$ cat config.mk
export PLATFORM = sky130hd
export DESIGN_NAME = mul_seq_expect
export DESIGN_NICKNAME = d
export VERILOG_FILES = /design/src/rtl/mul_seq_pkg.sv /design/src/rtl/mul_seq_expect.sv
export SDC_FILE = /design/constraint.sdc
export NUM_CORES = 1
export LEC_CHECK = 0
export CORE_MARGIN = 3
export CORE_UTILIZATION = 45
export DETAILED_ROUTE_END_ITERATION = 10
export PLACE_DENSITY = 0.83
export SYNTH_ARGS = -nofsm -noshare
export SYNTH_HDL_FRONTEND = slang
export SYNTH_SLANG_ARGS = --single-unit
$ cat constraint.sdc
create_clock -name vclk -period 6.2
set_input_delay 1.24 -clock vclk [all_inputs]
set_output_delay 1.24 -clock vclk [all_outputs]
set_load 0.1 [all_outputs]
$ cat src/rtl/mul_seq_pkg.sv
// rtl/mul_seq_pkg.sv - shared constants for the 4-word multiply sequence stream
// Contents: word/operand widths, group length, multiplier and shift constants,
// and the checker state encodings. The generator reuses the same constants.
package mul_seq_pkg;

  localparam int WORD_W    = 11;  // stream word width
  localparam int OP_W      = 8;   // operand width
  localparam int GROUP_LEN = 4;   // operand, x3, x7, <<3
  localparam int MUL_A     = 3;
  localparam int MUL_B     = 7;
  localparam int SHIFT_C   = 3;

  localparam int ST_W = 2;
  localparam logic [ST_W-1:0] ST_IDLE = 2'd0;  // waiting for a grant
  localparam logic [ST_W-1:0] ST_W3   = 2'd1;  // expecting op*3
  localparam logic [ST_W-1:0] ST_W7   = 2'd2;  // expecting op*7
  localparam logic [ST_W-1:0] ST_W8   = 2'd3;  // expecting op<<3

endpackage

$ cat src/rtl/mul_seq_expect.sv
// rtl/mul_seq_expect.sv - expected product word for the current checker state
// Ports:
//   state    in  ST_W    checker state
//   op       in  OP_W    captured operand
//   exp_word out WORD_W  expected word (zero-extended product; 0 in IDLE)
module mul_seq_expect
  import mul_seq_pkg::*;
(
  input  logic [ST_W-1:0]   state,
  input  logic [OP_W-1:0]   op,
  output logic [WORD_W-1:0] exp_word
);

  // Widen before multiplying so op*7 and op<<3 keep their top bits.
  logic [WORD_W-1:0] op_ext;
  assign op_ext = WORD_W'(op);

  always_comb begin
    exp_word = '0;
    case (state)
      ST_W3:   exp_word = op_ext * WORD_W'(MUL_A);
      ST_W7:   exp_word = op_ext * WORD_W'(MUL_B);
      ST_W8:   exp_word = op_ext << SHIFT_C;
      default: exp_word = '0;
    endcase
  end

endmodule

* Yosys cells after proc, flatten, opt, wreduce, memory -nomap -nowiden
Cells that the tools add are included.
Word-level totals: output and inout bits 11, register bits 0
Operators by class: equal/unequal tests 3, mux-type cells 1, multipliers 2
Operators with widths (number):
- 11-bit one-hot mux with 3 select lines | 1
- 8-bit by 3-bit multiplier with 11-bit output (second input constant) | 1
- 8-bit by 2-bit multiplier with 10-bit output (second input constant) | 1
- 2-bit == test (second input constant) | 2
- 2-bit by 1-bit == test with 1-bit output (second input constant) | 1

* Longest topological paths before layout
Gate-level depths: netlist of run 1.
depth after elaboration 2, mapped depth 8, gate-level depth less buffers 8

* Worst setup path before layout of run 1
No wires, ideal clock.
kind input to output, from in op[2], to out exp_word[9], path slack -34 ps, arrival time 4994 ps, cell stages on the path 7, cells stage by stage fa_1 -> ha_1 -> a21oi_1 -> nand2_1 -> a311oi_1 -> xor2_1 -> o311ai_1
On the way: word-level cells in the longest chain between the ends 2
Ends and longest elaborated chain:
- start: declaration | RTL line mul_seq_expect.sv:10 | input logic [OP_W-1:0] op,
- 8-bit by 3-bit multiplier with 11-bit output or 8-bit by 2-bit multiplier with 10-bit output (tied branches) | RTL line mul_seq_expect.sv:22, mul_seq_expect.sv:21
- 11-bit one-hot mux with 3 select lines * | RTL line mul_seq_expect.sv:20 | case (state)
- end: declaration | RTL line mul_seq_expect.sv:11 | output logic [WORD_W-1:0] exp_word
Mark *: on every way between the ends. The rest lies on a longest branch, timed or not.

* Worst setup path in the final report of run 1
from in op[2], to out exp_word[8]
Same word-level chain as after synthesis.

==> summary.md, run 1 <==
| Metric | Value |
|---|---|
| RSZ-0062 raised after global routing | no |
| Pins Over Slew Limit | 0 |
| Endpoints failing setup | 0 |
| Count of buffers from port buffering | 21 |
| Routed wl met2 | 1.06 mm |
| Crit path top cell by count | fa_1 |
| Worst Path Required | just under 5 ns |
| Via density | approximately 5.8 |
| Wire length on met3 | 140 um |
| Placed wire-length estimate | 1.86 mm |
| GRT Total Usage | 0.184 |
| Largest net degree at the start of global routing | 18 |
| CP Launch Type | input pin |
| Register area share after synthesis | 0 |
| Critical Path End Type | output port |
| Area grow syn2layout | 22.8% |
| Crit path DAT | 4.30 ns |
| Antenna violations before repair | 0 |
| Cts repair resizes | 0 |
| Combinational share of power | 1.000 |
| Rel. slew slack | 0.558 |
| Crit-path max cell delay | 0.68 ns |
| TNS Setup | 0 ns |
| CLK BUF | 0 |
| Leak Pwr | around 0.56 nW |
| Metal1 wirelength | approximately 1000 um |
| Router iterations before antenna repair | 4 |
| Clock period minus final worst setup slack | around 5.5 ns |
| First-pass GRT wire length | 4.04 mm |
| Min-Delay Path Class | in -> out |
| Routed WL per cell | about 14 um |
| Crit Path Category | in -> out |
| Vias in the first global route | approximately 900 |
| Status | completed |
| Routed vias | between 900 and 1,000 |
| # rows | 16 |
| PwrDens | approximately 180 nW/um2 |
| Critical-path top delay cell | clkdlybuf4s50_1 |
| Post-CTS Setup Bufs | 0 |
| CP Max Fanout | 7 |
| Total core area | between 2000 and 2500 um2 |
| GR Overflow Total | 0 |
| Pint | between 0.00007 and 0.00008 W |
| Die X | 52.6 um |
| Hold Fails Final Rpt | 0 |
| DRC Markers | 0 |
| Final Power | 0.000218 W |
| Part of the power in the clock network | 0 |
| Seq_cells | 0 |
| Max Cap Viol | 0 |
| Syn_area_per_cell | roughly 8.4 um2 |
| Syn Inst Count | between 100 and 150 |
| P_sw | between 0.0001 and 0.00015 W |
| # diodes | 0 |
| Flop pwr share | 0 |
| Critical path cell sequence | clkdlybuf4s50_1 -> fa_1 -> ha_1 -> fa_1 -> a21o_1 -> a221oi_2 -> xnor2_1 -> mux2i_1 -> o22ai_1 -> buf_12 |
| Number of distinct library cells after synthesis | 38 |
| IO Count | 21 |
| Highest metal used | met3 |
| Syn nets | 152 |
| Ratio of cells with drive above 1 in the final layout | 0.127 |
| Final core area utilization | 0.599 |
| Hold Crit Depth | 3 |
| Multi-input logic area | between 900 and 1000 um2 |
| ANT nets after route | 0 |
| Post-CTS Hold Buffers | 0 |
| Fmax achieved | between 150 and 200 MHz |
| Die height | ~53 um |
| Fill cells | 185 |
| Final net count | 172 |
| Max VDD drop | about 0.00012 V |
| Switching share of power | 0.667 |
| Post-synth design cell area | ~980 um2 |
| Iter 0 DRT Violations | 9 |
| Final Cycle Share | 0.893 |
| Yosys warns | 0 |
| GP Congestion | roughly 0.8 |
| Register area | 0 um2 |
| Initial Util | 0.488 |
| WL final | ~2.2 mm |
| Worst slew pin tran | between 0.6 and 0.7 ns |
| Placed Area | roughly 1200 um2 |
| Die footprint | between 2000 and 3000 um2 |
| Final Instance Area | around 1200 um2 |
metal layers:
layer | vias up | GRT usage
li1 | 465 | -
met2 | 27 | 0.337
met3 | 0 | 0.0142
met1 | 436 | 0.247
met4 | 0 | 0
met5 | - | 0
cells by family (layout without fill, tap and decap cells):
group,after synthesis,in the layout,share of synthesized area
AOI/OAI and AO/OA,38,38,0.277
xor gates and xnor gates,8,8,0.0718
and+or+nand+nor,30,30,0.173
buffers and inverters,11,29,0.0449
adders and majority gates,26,26,0.403
muxes,3,3,0.0308
power groups by stage:
stage / Clock (W) / Sequential (W) / Combinational, W
CTS: 0 / 0 / 0.000219
detailed placement: 0 / 0 / 0.000218
global route: 0 / 0 / 0.000237
floorplan: 0 / 0 / 0.000170
finish: 0 / 0 / 0.000218
global placement: 0 / 0 / 0.000216
final timing paths:
check  startpoint           to  slack, ns
max         op[2]  exp_word[8]       0.66
min         op[0]  exp_word[0]       3.36
cell usage in the layout (no fill, tap or decap), types with 5 or more instances in the layout:
cell | netlist | routed
nand2_1 | 5 | 5
ha_1 | 17 | 17
inv_1 | 8 | 8
a21oi_1 | 8 | 8
xnor2_1 | 7 | 7
fa_1 | 9 | 9
clkdlybuf4s50_1 | 0 | 10
nor2_1 | 7 | 7
buf_4 | 0 | 10
a21o_1 | 6 | 6
through the flow:
step                std cells  setup WS, ns  hold slack [ns]
finish                    161         0.662             3.36
global route              161         0.560             3.42
CTS                       161         0.654             3.36
detailed placement        161         0.677             3.36
global placement          161         0.738             3.34
floorplan                 116         0.407             2.86
final cells by class:
class              instances  area share
well taps                 27      0.0282
multi-input cells        105       0.784
inverters                  8      0.0251
repair buffers            21       0.163
critical path: cells and delay by family:
family	cells	cell delay [ns]
fa+ha+maj	3	1.12
mux	1	0.09
compound gates	3	0.80
buf+inv	2	0.90
xor+xnor	1	0.15
synthesized netlist by cell type (all sizes together), types with 3 or more instances:
| library cell | count | area share |
|---|---|---|
| fa | 9 | 0.18 |
| o21a | 3 | 0.023 |
| a21oi | 8 | 0.041 |
| nand2 | 5 | 0.019 |
| nand3 | 4 | 0.021 |
| mux2i | 3 | 0.031 |
| a21o | 6 | 0.046 |
| inv | 8 | 0.031 |
| o21ai | 8 | 0.041 |
| ha | 17 | 0.22 |
| nand2b | 3 | 0.019 |
| and3 | 3 | 0.021 |
| nor2 | 7 | 0.027 |
| xnor2 | 7 | 0.063 |
Note: power is estimated with default switching activity, not from simulation.
==> run 2, diff against run 1 <==
Settings changed: SLEW_MARGIN set to 20.
==> results of run 2 <==
The final DEF is identical to that of run 1; final timing and power are the same.
